File: config.mk
export PLATFORM = sky130hd
export DESIGN_NAME = xocc_cmd_arb_flat
export DESIGN_NICKNAME = d
export VERILOG_FILES = /design/src/rtl/xocc_cmd_arb_if.sv /design/src/rtl/xocc_cmd_arb.sv /design/src/flat_wrapper.sv
export SDC_FILE = /design/constraint.sdc
export NUM_CORES = 1
export LEC_CHECK = 0
export BUFFER_PORTS_ARGS = -buffer_cell sky130_fd_sc_hd__buf_4
export CORE_AREA = 5 5 213 215
export DETAILED_ROUTE_END_ITERATION = 10
export DIE_AREA = 0 0 218 220
export HOLD_SLACK_MARGIN = 0.12
export SLEW_MARGIN = 20
export SYNTH_ARGS = -nofsm -noshare
export SYNTH_HDL_FRONTEND = slang
export SYNTH_SLANG_ARGS = --single-unit
File: constraint.sdc
create_clock -name xocc_clk -period 5.3 [get_ports xocc_clk]
set_input_delay 0.53 -clock xocc_clk [delete_from_list [all_inputs] [get_ports xocc_clk]]
set_output_delay 0.53 -clock xocc_clk [all_outputs]
set_load 0.02 [all_outputs]
File: src/rtl/xocc_cmd_arb_if.sv
// Requester/command-FIFO side signals of the XOCC command arbiter.
// master = requesters plus FIFO full flags, slave = the arbiter itself.
interface xocc_cmd_arb_if #(
    parameter int NREQ = 4,
    parameter int NQ   = 16,
    parameter int QW   = 4,
    parameter int DW   = 96
);
    logic [NREQ-1:0]    req_vld;
    logic [NREQ*QW-1:0] req_qid;
    logic [NREQ*DW-1:0] req_data;
    logic [NREQ-1:0]    req_ack;
    logic               req_err;
    logic [NQ-1:0]      full_cmd;
    logic [NQ-1:0]      wr_en_cmd;
    logic [DW-1:0]      cmd_din;

    modport master (
        output req_vld, req_qid, req_data, full_cmd,
        input  req_ack, req_err, wr_en_cmd, cmd_din
    );

    modport slave (
        input  req_vld, req_qid, req_data, full_cmd,
        output req_ack, req_err, wr_en_cmd, cmd_din
    );
endinterface

File: src/rtl/xocc_cmd_arb.sv
// Round-robin arbiter for the XOCC command-FIFO write port: grant, push 2 cycles later, waits while full.
// Optional stall abort after TMO cycles when XOCC_ARB_TIMEOUT_EN is defined.
module xocc_cmd_arb #(
    parameter int NREQ    = 4,
    parameter int NQ      = 16,
    parameter int NQ_IMPL = 2,
    parameter int QW      = 4,
    parameter int DW      = 96,
    parameter int TMO     = 255
) (
    input  logic                 xocc_clk,
    input  logic                 cpurst_b,
    xocc_cmd_arb_if.slave        bus,
    output logic                 arb_busy,
    output logic                 timeout_err,
    output logic [15:0]          push_cnt
);
    localparam int IW = (NREQ > 1) ? $clog2(NREQ) : 1;

    if (NREQ < 2 || NREQ > 8 || NQ_IMPL > NQ || TMO < 1 || TMO > 255) begin : g_bad_param
        $error("xocc_cmd_arb: parameter out of range");
    end

    typedef enum logic [1:0] {IDLE, ISSUE, WAIT, ACK} state_t;

    state_t          state, state_nxt;
    logic [IW-1:0]   last, last_nxt;
    logic [IW-1:0]   idx, idx_nxt;
    logic [QW-1:0]   qid, qid_nxt;
    logic [DW-1:0]   data, data_nxt;
    logic [NREQ-1:0] ack, ack_nxt;
    logic            err, err_nxt;
    logic [NQ-1:0]   wr_en, wr_en_nxt;
    logic [DW-1:0]   din, din_nxt;
    logic [15:0]     push_q, push_nxt;
    logic            do_push;

    logic            gnt_vld;
    logic [IW-1:0]   gnt_idx;
    int              pos;
    logic            q_full;
    logic            qid_legal;

    assign q_full    = bus.full_cmd[qid];
    assign qid_legal = (int'(qid) < NQ_IMPL);

    // Rotating priority: scan starts just after the last served requester.
    always_comb begin
        gnt_vld = 1'b0;
        gnt_idx = '0;
        pos     = 0;
        for (int k = 1; k <= NREQ; k++) begin
            pos = int'(last) + k;
            if (pos >= NREQ) pos = pos - NREQ;
            if (!gnt_vld && bus.req_vld[pos[IW-1:0]]) begin
                gnt_vld = 1'b1;
                gnt_idx = pos[IW-1:0];
            end
        end
    end

`ifdef XOCC_ARB_TIMEOUT_EN
    logic [7:0] stall, stall_nxt;
    logic       tmo_q, tmo_set;
`endif

    always_comb begin
        state_nxt = state;
        last_nxt  = last;
        idx_nxt   = idx;
        qid_nxt   = qid;
        data_nxt  = data;
        ack_nxt   = '0;
        err_nxt   = 1'b0;
        wr_en_nxt = '0;
        din_nxt   = '0;
        push_nxt  = push_q;
        do_push   = 1'b0;
`ifdef XOCC_ARB_TIMEOUT_EN
        stall_nxt = stall;
        tmo_set   = 1'b0;
`endif
        case (state)
            IDLE: begin
                if (gnt_vld) begin
                    idx_nxt   = gnt_idx;
                    qid_nxt   = bus.req_qid[int'(gnt_idx)*QW +: QW];
                    data_nxt  = bus.req_data[int'(gnt_idx)*DW +: DW];
                    state_nxt = ISSUE;
                end
            end
            ISSUE: begin
                if (!qid_legal) begin
                    ack_nxt[idx] = 1'b1;
                    err_nxt      = 1'b1;
                    state_nxt    = ACK;
                end else if (!q_full) begin
                    do_push = 1'b1;
                end else begin
`ifdef XOCC_ARB_TIMEOUT_EN
                    stall_nxt = '0;
`endif
                    state_nxt = WAIT;
                end
            end
            WAIT: begin
                // A queue that frees up on the last allowed cycle still gets the push.
                if (!q_full) begin
                    do_push = 1'b1;
`ifdef XOCC_ARB_TIMEOUT_EN
                end else if (stall == 8'(TMO)) begin
                    ack_nxt[idx] = 1'b1;
                    err_nxt      = 1'b1;
                    tmo_set      = 1'b1;
                    state_nxt    = ACK;
                end else begin
                    stall_nxt = stall + 8'd1;
`endif
                end
            end
            ACK: begin
                last_nxt  = idx;
                state_nxt = IDLE;
            end
            default: state_nxt = IDLE;
        endcase

        if (do_push) begin
            wr_en_nxt    = NQ'(1) << qid;
            din_nxt      = data;
            ack_nxt[idx] = 1'b1;
            push_nxt     = push_q + 16'd1;
            state_nxt    = ACK;
        end
    end

    always_ff @(posedge xocc_clk or negedge cpurst_b) begin
        if (!cpurst_b) begin
            state  <= IDLE;
            last   <= IW'(NREQ - 1);
            idx    <= '0;
            qid    <= '0;
            data   <= '0;
            ack    <= '0;
            err    <= 1'b0;
            wr_en  <= '0;
            din    <= '0;
            push_q <= '0;
        end else begin
            state  <= state_nxt;
            last   <= last_nxt;
            idx    <= idx_nxt;
            qid    <= qid_nxt;
            data   <= data_nxt;
            ack    <= ack_nxt;
            err    <= err_nxt;
            wr_en  <= wr_en_nxt;
            din    <= din_nxt;
            push_q <= push_nxt;
        end
    end

`ifdef XOCC_ARB_TIMEOUT_EN
    always_ff @(posedge xocc_clk or negedge cpurst_b) begin
        if (!cpurst_b) begin
            stall <= '0;
            tmo_q <= 1'b0;
        end else begin
            stall <= stall_nxt;
            if (tmo_set) tmo_q <= 1'b1;
        end
    end
    assign timeout_err = tmo_q;
`else
    assign timeout_err = 1'b0;
`endif

    assign bus.req_ack   = ack;
    assign bus.req_err   = err;
    assign bus.wr_en_cmd = wr_en;
    assign bus.cmd_din   = din;
    assign arb_busy      = (state != IDLE);
    assign push_cnt      = push_q;

endmodule

File: src/flat_wrapper.sv
// flat-port wrapper written by rule: the top's interface ports become plain ports
module xocc_cmd_arb_flat 
#(
    parameter int NREQ    = 4,
    parameter int NQ      = 16,
    parameter int NQ_IMPL = 2,
    parameter int QW      = 4,
    parameter int DW      = 96,
    parameter int TMO     = 255
)
  (xocc_clk, cpurst_b, arb_busy, timeout_err, push_cnt, bus_req_vld, bus_req_qid, bus_req_data, bus_full_cmd, bus_req_ack, bus_req_err, bus_wr_en_cmd, bus_cmd_din);
  xocc_cmd_arb_if #(.NREQ(NREQ), .NQ(NQ), .QW(QW), .DW(DW)) bus_i ();
  input  logic xocc_clk;
  input  logic cpurst_b;
  output logic arb_busy;
  output logic timeout_err;
  output logic [15:0] push_cnt;
  input wire logic [$bits(bus_i.req_vld)-1:0] bus_req_vld;
  input wire logic [$bits(bus_i.req_qid)-1:0] bus_req_qid;
  input wire logic [$bits(bus_i.req_data)-1:0] bus_req_data;
  input wire logic [$bits(bus_i.full_cmd)-1:0] bus_full_cmd;
  output wire logic [$bits(bus_i.req_ack)-1:0] bus_req_ack;
  output wire logic [$bits(bus_i.req_err)-1:0] bus_req_err;
  output wire logic [$bits(bus_i.wr_en_cmd)-1:0] bus_wr_en_cmd;
  output wire logic [$bits(bus_i.cmd_din)-1:0] bus_cmd_din;
  assign bus_i.req_vld = bus_req_vld;
  assign bus_i.req_qid = bus_req_qid;
  assign bus_i.req_data = bus_req_data;
  assign bus_i.full_cmd = bus_full_cmd;
  assign bus_req_ack = bus_i.req_ack;
  assign bus_req_err = bus_i.req_err;
  assign bus_wr_en_cmd = bus_i.wr_en_cmd;
  assign bus_cmd_din = bus_i.cmd_din;
  xocc_cmd_arb #(.NREQ(NREQ), .NQ(NQ), .NQ_IMPL(NQ_IMPL), .QW(QW), .DW(DW), .TMO(TMO)) u_core (.xocc_clk(xocc_clk), .cpurst_b(cpurst_b), .bus(bus_i), .arb_busy(arb_busy), .timeout_err(timeout_err), .push_cnt(push_cnt));
endmodule
==> impl_results.md, run 1 <==
* Status: finished, final reports clean
* Final Cycle Share at 0.592
* Vias at slightly above 9k
* Synth area leaders: dfrtp_1 (53%), mux2i_1 (18%), o221ai_1 (7.9%)
* Mapped cell area at 11,100 µm²
* Hold Vio Cnt, Final at 0
* Die H at 220 µm
* Hold crit path type: in2reg
* Die W at roughly 220 µm
* Max Transition Viols Final at 0
* # fillers at 4,313
* Met3 wire length at 2.95 mm
* Syn_nets at 1,377
* Final Net Count at 1,894
* Highest routed layer: met4
* TritonCTS clock tree: done
* Final wirelength at 38.7 mm
* Worst VDD drop at 0.263 mV
* # DRC at 0
* Skew final at ~17 ps
* Worst skew pair latency at 530 ps
* Pwr dens at 462 nW/µm²
* Hold endpoint: u_core.data[86]
* Antenna viol nets, final at 0
* Wire length per cell at 18.6 µm
* Placeable Area at 43,500 µm²
* Pre-antenna DRT Iters at 4
* CTS Buf Count at 27
* Die Area at 48,000 µm²
* Critical R2R Capture: u_core.bus.wr_en_cmd[8]
* Post-synth top area share at 0.532
* Routability cong. at 0.867
* Leak Pwr at between 8 and 9 nW
* Max FO, Critical Path at 60
* Yosys warns at 0
* Worst reg2reg path startpoint: u_core.qid[0]
* H-tree depth at 1
* Hold path start: bus_req_data[182]
* Wire length on met2 at roughly 19 mm
* Port buffer count at 555
* Count of different cell masters after synthesis at 40
* Synth-to-Final Area Change at 49.6%
* CTS resizes at 0
* Min-Delay Path Depth at 3
* Final min period at between 3000 and 4000 ps
* Synth area leader: dfrtp_1
* Antenna diodes at 0
* Clk sinks at about 240
* HPWL after detailed placement at 29.3 mm
* Largest net degree at the start of global routing at 121
* Met1 wire length at 15.6 mm
* Initial core utilization at 0.256
* CP endpoint kind: register
* Crit path launch type: register
* Setup TNS at 0 ps
* CTS max path bufs at 3
* Root Buffer Master: clkbuf_16
* RSZ-0062 raised after global routing: no
* Crit path DAT at 3550 ps
* Sequential area share after synthesis at 0.537
* Antenna violations before repair at 0
* Req. time, crit path at between 5000 and 6000 ps
* Final core utilization at 0.383
* Total Routing Usage GR at 0.150
* Fmax at around 0.32 GHz
* Row count at 77
* Post-CTS Setup Repair Bufs at 0
* Iter 0 DRT Violations at 438
* Mean Syn Cell Area at 11.7 µm²
* R2R depth at 6
* Worst-path clk slew at 60 ps
* Layout cell share with drive strength beyond 1 at 0.415
* Total gr overflow at 0
* Number of setup violations in the final report at 0
* Worst Max-Slew Pin Slew at 953 ps
* Synth Register Bits at between 200 and 250
* Vias/cell at 4.49
* WS Path Type: reg2reg
* First-pass GRT wire length at roughly 57 mm
* Top Ports at roughly 560
* Syn Inst Count at 950
* Relative slew slack at 0.365
* Vias in the first global route at 9,881
* R2r setup slk at 2160 ps
* Number of max-cap violations at 0
-- cells in the final DEF, fill, tap and decap left out, types with 2 or more instances in the layout --
cell       Yosys  final
a211oi_1       4      3
a21oi_1        5      5
and3_1         7      7
and4_1         6      6
buf_12         0      3
buf_4          1    560
clkbuf_1      47      9
clkbuf_16      0     27
clkbuf_8       0      4
clkinv_2       0      3
dfrtp_1      237    237
dfstp_2        2      2
ha_1           5      5
inv_1          7      7
mux2i_1      205    205
mux4_2         3      3
nand2_1      111    110
nand2b_1       7      6
nand3b_1       3      3
nor2_1        14     14
nor2b_1       97     97
nor3_1        11     11
o2111ai_1      4      4
o211ai_1       4      4
o21ai_0       12     12
o221ai_1     100    100
xnor2_1       15     15
-- power breakdown --
| part | switching [mW] | internal (mW) | total [mW] |
|---|---|---|---|
| logic | 1.82 | 1.46 | 3.28 |
| clock network | 0.708 | 0.987 | 1.69 |
| registers | 0.329 | 2.40 | 2.73 |
-- area by class of cell --
cell class | instances | area [µm²] | share of cell area
Clock inverter | 5 | 31.3 | 0.00188
Sequential cell | 239 | 5980 | 0.359
Tap cell | 592 | 741 | 0.0444
Inverter | 7 | 26.3 | 0.00158
Timing Repair Buffer | 565 | 4290 | 0.257
Multi-Input combinational cell | 627 | 4840 | 0.290
Clock buffer | 40 | 764 | 0.0459
-- synth_stat cells, drive strengths merged --
| cell | number |
|---|---|
| a211oi | 4 |
| dfstp | 2 |
| o21ai | 12 |
| nand4 | 1 |
| nand3b | 3 |
| a22o | 1 |
| nor2b | 98 |
| buf | 30 |
| xnor2 | 15 |
| nand2 | 111 |
| clkbuf | 47 |
| mux4 | 3 |
| o211ai | 4 |
| nand2b | 7 |
| o31ai | 1 |
| nor4 | 3 |
| o41ai | 1 |
| nand3 | 1 |
| conb | 1 |
| a21oi | 5 |
| mux2i | 205 |
| and3 | 7 |
| ha | 5 |
| mux2 | 2 |
| nor3 | 11 |
| and4 | 6 |
| o2111ai | 4 |
| dfrtp | 237 |
| o22ai | 1 |
| inv | 7 |
| nor2 | 15 |
| o221ai | 100 |
-- cell families (layout without fill, tap and decap cells) --
logic type	count (synthesis)	after routing	synth area share
other cells	1	1	0.000336
fa+ha+maj	5	5	0.00561
simple gates	263	263	0.122
mux	210	210	0.193
buf+inv	84	617	0.0330
flops	239	239	0.537
compound gates	133	133	0.0975
xor+xnor	15	15	0.0118
-- stage by stage --
step | worst slack [ps] | area (µm²) | instances | power (mW) | hold WS (ps)
final | 2160 | 16700 | 2075 | 7.70 | 323
after global routing | 1940 | 16700 | 2075 | 8.20 | 308
after CTS | 2110 | 16700 | 2075 | 7.81 | 290
after detailed placement | 2140 | 15900 | 2029 | 6.07 | 465
after global placement | 2230 | 15900 | 2029 | 6.01 | 463
after floorplan | 3030 | 11100 | 950 | 4.88 | 234
-- metal layers --
layer	track usage	vias up
met4	0.0427	0
met1	0.189	4446
met5	0	-
met2	0.257	348
li1	-	4471
met3	0.0354	54
-- sequential cells by signal, summed over array words and instances, names as in the netlist --
register,count
u_core.bus.req_ack,4
u_core.idx,2
u_core.last,2
u_core.bus.wr_en_cmd,16
u_core.qid,4
u_core.bus.cmd_din,96
u_core.state,2
u_core.push_cnt,16
u_core.bus.req_err,1
u_core.data,96
-- worst max path at each step --
stage | from | end | cells after the start
finish | u_core.qid[0] | u_core.bus.wr_en_cmd[8] | 6
global route | u_core.qid[0] | u_core.bus.wr_en_cmd[8] | 6
CTS | u_core.qid[0] | u_core.bus.wr_en_cmd[8] | 6
detailed placement | u_core.qid[0] | u_core.bus.wr_en_cmd[8] | 6
global placement | u_core.qid[0] | u_core.push_cnt[1] | 6
floorplan | bus_full_cmd[3] | u_core.push_cnt[1] | 7
-- critical path, cell delays in order, from the launching register on --
cell and delay [ps]:
dfrtp_1 760, mux4_2 620, nor2b_4 160, nor4_4 760, nor2_4 30, buf_4 330, nor4_1 340
-- timing repair --
item | CTS | global route
endpoints found under the setup margin | 0 | 0
hold buffers | 1 | 0
endpoints found under the hold margin | 35 | 0
Note: power is estimated with default switching activity, not from simulation.
==> run 2: changes to the inputs <==
CORE_AREA = 5 5 216 218   (was 5 5 213 215)
DIE_AREA = 0 0 221 223   (was 0 0 218 220)
clock period = 2.9 ns   (was 5.3 ns; I/O delays follow)
==> run 2 against run 1 <==
Total power grew 100%. Die area rose by 2.8%. Sequential share of layout area decreased by 7.1 points. Global-route usage increased by 2.8 points. Clock power grew 92%. Cell count rose by 20%. Design area up 25%. Worst setup slack worse by 2000 ps. Combinational power increased by 130%. Critical path type unchanged.
==> impl_results.md, run 2 (same netlist as run 1, synthesis figures left out) <==
* Leak Pwr at slightly above 10 nW
* Hold Vio Cnt, Final at 0
* Vias at between 10k and 15k
* Vias in the first global route at 12.7k
* H-tree depth at 1
* Number of setup violations in the final report at 0
* Number of max-cap violations at 0
* Port buffer count at around 560
* Final min period at ~2800 ps
* Pre-antenna DRT Iters at 7
* CP endpoint kind: register
* Pwr dens at 751 nW/µm²
* Vias/cell at 4.60
* CTS max path bufs at 3
* Setup TNS at 0 ps
* Total Routing Usage GR at 0.178
* Power Total at 15.6 mW
* Max FO, Critical Path at 26
* Post-Place Setup Slack at 147 ps
* Skew final at ~6.8 ps
* Highest routed layer: met4
* Crit path launch type: register
* Fmax at between 0.3 and 0.4 GHz
* Worst setup margin at 112 ps
* Largest net degree at the start of global routing at 66
* Routability cong. at between 0.8 and 0.9
* Hold path start: bus_req_data[225]
* Die W at 221 µm
* Worst VDD drop at approximately 0.4 mV
* Inst Count DP at 2,065
* Most frequent cells in the layout: buf_4 (582), dlygate4sd3_1 (373), dfrtp_1 (237)
* Worst-path clk slew at 60 ps
* Total gr overflow at 0
* Met3 wire length at 3.50 mm
* Top Ports at 557
* Met1 wire length at between 15 and 20 mm
* TritonCTS clock tree: done
* Max Transition Viols Final at 0
* Req. time, crit path at 3280 ps
* Non-Filler Instances at 2,491
* Layout cell share with drive strength beyond 1 at 0.345
* Worst skew pair latency at between 500 and 600 ps
* Placeable Area at 44,700 µm²
* WS Path Type: reg2reg
* Die H at 223 µm
* Clk sinks at 239
* Antenna violations before repair at 2
* RSZ-0062 raised after global routing: no
* Final wirelength at 46.6 mm
* # DRC at 0
* Worst reg2reg path startpoint: u_core.last[0]
* Initial core utilization at 0.249
* Die Area at 49,300 µm²
* Wire length per cell at approximately 19 µm
* Synth-to-Final Area Change at 86.5%
* Antenna viol nets, final at 0
* Hold crit path type: in2reg
* Wire length on met2 at 23.4 mm
* HPWL after detailed placement at 30.2 mm
* Crit path DAT at 3170 ps
* Status: finished, final reports clean
* Critical Path Start: u_core.last[0]
* CTS Buf Count at 27
* Root Buffer Master: clkbuf_16
* Final Net Count at 2,298
* Row count at between 70 and 80
* Commonest non-fill, non-tap cell in the layout: buf_4
* Worst Max-Slew Pin Slew at 831 ps
* Final Cycle Share at 0.961
* Iter 0 DRT Violations at between 400 and 500
* Relative slew slack at 0.440
* First-pass GRT wire length at 71.4 mm
-- run 2: timing repair --
action	4_1_cts	5_1_grt
endpoints found under the setup margin	0	64
hold buffers	371	2
endpoints found under the hold margin	160	1
gates resized for setup	0	5
buffers inserted	0	2
-- run 2: critical path: stages, from the launching register on --
cell           delay, ps
dfstp_2              520
inv_1                 60
a22o_1               260
a211oi_4             250
buf_6                170
clkbuf_16            220
buf_4                200
mux2i_1              230
dlygate4sd3_1        570
o221ai_1             100
-- run 2: where the power goes --
group / switching, mW / internal, mW / total [mW]
clock: 1.34 / 1.89 / 3.24
combinational: 3.69 / 3.70 / 7.39
sequential: 0.599 / 4.38 / 4.98
total: 5.63 / 9.98 / 15.6
-- run 2: cell type report --
| type | instances | area [µm²] |
|---|---|---|
| fillers | 3924 | 23900 |
| repair buffers | 969 | 8360 |
| clock inverters | 10 | 78.8 |
| inverters | 7 | 26.3 |
| flip-flops and latches | 239 | 5980 |
| diodes | 2 | 5.00 |
| well taps | 600 | 751 |
| clock buffers | 37 | 753 |
| multi-input cells | 627 | 4840 |
-- run 2: path summary, 6_finish.rpt --
kind,slack (ps),endpoint,cells past startpoint
setup / recovery,110,u_core.data[47],9
hold / removal,130,u_core.data[33],3
setup reg to reg,110,u_core.data[47],9
hold reg to reg,480,u_core.data[90],2
max in group asynchronous,1760,u_core.last[0],3
min in group asynchronous,360,u_core.bus.cmd_din[21],2
-- run 2: stage by stage --
stage | utilization | hold slack, ps | cell area, µm²
final | 0.465 | 128 | 20800
after detailed placement | 0.361 | 292 | 16100
after global routing | 0.465 | 124 | 20800
after floorplan | - | -5.59 | 11100
after CTS | 0.463 | 120 | 20700
after global placement | 0.361 | 286 | 16100
-- run 2: per-layer routing --
layer / GRT usage / vias up
met4: 0.0766 / 0
met3: 0.0489 / 127
met5: 0 / -
met1: 0.202 / 5546
met2: 0.314 / 513
li1: - / 5272
==> run 3: changes to the inputs <==
CORE_AREA = 5 5 214 216   (was 5 5 216 218)
DIE_AREA = 0 0 219 221   (was 0 0 221 223)
==> run 3 against run 2 <==
Combinational power grew 4.6%. Hold slack gained 16 ps. Sequential power is essentially flat. Cell count grew 0.12%. Non-clock buffer count grew 9. Worst setup slack lost 35 ps. Die area shrank 1.8%. Via count is essentially flat. Global-route usage grew 0.050 points. Fmax shrank 1.2%. Count of clock-buffer cells in the layout shrank 2. Total power grew 3.9%. Critical endpoint is now u_core.data[52]. Highest routed layer unchanged.
==> impl_results.md, run 3 (same netlist as run 1, synthesis figures left out) <==
* Status: finished, final reports clean
* Port buffer count at 555
* Req. time, crit path at 3300 ps
* Power Total at roughly 16 mW
* Most frequent cells in the layout: buf_4 (580), dlygate4sd3_1 (382), dfrtp_1 (237)
* Routability cong. at approximately 0.82
* R2R depth at 9
* Worst skew pair latency at 540 ps
* Worst reg2reg path startpoint: u_core.last[0]
* Net Sw Power at 5.74 mW
* Post-Place Setup Slack at around 370 ps
* Critical R2R Capture: u_core.data[52]
* CTS Buf Count at 27
* Fmax at ~0.35 GHz
* Wire length per cell at approximately 19 µm
* Placeable Area at roughly 44,000 µm²
* Vias at 11.5k
* Hold crit path type: in2reg
* CP endpoint kind: register
* Family with the most delay on the worst path: buffers and inverters
* Switching Share at 0.354
* Pwr dens at 772 nW/µm²
* Antenna viol nets, final at 0
* Critical Path Start: u_core.last[0]
* Max FO, Critical Path at 18
* Critical path capture point: u_core.data[52]
* H-tree depth at 1
* Dpl cell area at approximately 16,000 µm²
* HPWL after detailed placement at 29.5 mm
* First-pass GRT wire length at 69.8 mm
* Synth-to-Final Area Change at 88.4%
* Initial core utilization at 0.255
* Worst-path clk slew at 60 ps
* Antenna violations before repair at 2
* Row count at 77
* Total Routing Usage GR at 0.178
* Clk pwr share at 0.217
* Clk sinks at 239
* Max incr delay on CP at between 500 and 600 ps
* TritonCTS clock tree: done
* Vias in the first global route at 12.7k
* R2r setup slk at about 77 ps
* Vias/cell at 4.60
* Levels on crit path at 9
* Commonest non-fill, non-tap cell in the layout: buf_4
* Number of max-cap violations at 0
* Crit path DAT at about 3200 ps
* Leak Pwr at between 10 and 15 nW
* Worst VDD drop at 0.583 mV
* Layout cell share with drive strength beyond 1 at 0.346
* Sequential fraction of design power at 0.307
* Final min period at 2820 ps
* Final wirelength at 46.4 mm
* Crit-path slowest cell: dlygate4sd3_1
* Final Cycle Share at 0.973
* Buf/Inv on CP at 5
* Die Area at 48,400 µm²
* P_int at between 10 and 15 mW
* Root Buffer Master: clkbuf_16
* Cells along the critical path: inv_1 -> a22o_1 -> a211oi_4 -> buf_4 -> buf_12 -> clkbuf_16 -> mux2i_1 -> dlygate4sd3_1 -> o221ai_1
* Number of setup violations in the final report at 0
* Final core utilization at 0.480
* Comb pwr share at 0.477
* Largest net degree at the start of global routing at around 100
* # fillers at 3,832
* CTS max path bufs at 3
* Worst setup margin at 77.4 ps
* Crit path launch type: register
* Hold Vio Cnt, Final at 0
* Die H at roughly 220 µm
* Total gr overflow at 0
* Relative slew slack at 0.474
* Final Net Count at about 2.3k
* Pre-antenna DRT Iters at 5
* Iter 0 DRT Violations at 561
* Top Ports at ~560
* Die W at 219 µm
* Skew final at 17.5 ps
* WS Path Type: reg2reg
* Worst Max-Slew Pin Slew at 788 ps
* # DRC at 0
* Final Cell Area at 21,000 µm²
* Max Transition Viols Final at 0
[run 3: cell types whose count changed in the layout (fill, tap and decap cells not counted), moves of 2 or more]
cell	change
clkinvlp_4	+4
clkbuf_8	+2
clkinv_2	-3
bufinv_16	+2
buf_4	-2
clkbuf_1	-4
dlygate4sd3_1	+9
clkinv_4	+2
[run 3: layer usage]
metal / vias up / track usage / wire length [µm]
met4: 0 / 0.0660 / 1900
met2: 487 / 0.317 / 23200
met1: 5574 / 0.204 / 17500
met5: - / 0 / 0
met3: 111 / 0.0476 / 3790
li1: 5289 / - / -
[run 3: how the worst min path moves through the flow]
| stage | startpoint | endpoint | slack (ps) | cells past startpoint |
|---|---|---|---|---|
| after CTS | bus_req_qid[7] | u_core.qid[3] | 120 | 3 |
| after global placement | cpurst_b | u_core.bus.cmd_din[10] | 390 | 1 |
| after floorplan | cpurst_b | u_core.bus.cmd_din[0] | -6 | 0 |
| after global routing | bus_req_data[218] | u_core.data[26] | 150 | 3 |
| after detailed placement | cpurst_b | u_core.bus.cmd_din[10] | 390 | 1 |
| final | bus_req_data[218] | u_core.data[26] | 140 | 3 |
[run 3: worst reg2reg max path: stages (launching register included)]
cell and delay [ps]:
dfstp_2 520, inv_1 60, a22o_1 260, a211oi_4 310
buf_4 180, buf_12 170, clkbuf_16 270, mux2i_1 250
dlygate4sd3_1 580, o221ai_1 100
[run 3: layout make-up]
| cell class | count | area (µm²) | area share |
|---|---|---|---|
| Multi-Input combinational cell | 627 | 4840 | 0.230 |
| Inverter | 7 | 26.3 | 0.00125 |
| Sequential cell | 239 | 5980 | 0.285 |
| Tap cell | 592 | 741 | 0.0353 |
| Timing Repair Buffer | 978 | 8480 | 0.404 |
| Clock buffer | 35 | 766 | 0.0365 |
| Antenna cell | 2 | 5.00 | 0.000238 |
| Clock inverter | 14 | 163 | 0.00775 |
[run 3: power groups by stage]
stage          clock network [mW]  logic, mW  registers [mW]
2_1_floorplan                   0       3.77            5.14
3_3_place_gp                    0       6.19            4.99
3_5_place_dp                    0       6.26            5.02
4_1_cts                      3.60       7.45            4.97
5_1_grt                      3.75       8.31            5.10
6_report                     3.52       7.73            4.97
[run 3: through the flow]
step | instances | hold slack (ps) | setup TNS (ps)
4_1_cts | 2486 | 121 | 0
3_5_place_dp | 2054 | 391 | 0
2_1_floorplan | 950 | -5.59 | 0
5_1_grt | 2493 | 145 | -145
6_report | 2494 | 144 | 0
3_3_place_gp | 2054 | 388 | 0
[run 3: timing repair]
item / 4_1_cts / 5_1_grt
gates resized for setup: 0 / 5
setup buffers: 0 / 3
endpoints found under the hold margin: 187 / 0
setup endpoints to repair: 0 / 45
hold buffers: 383 / 0
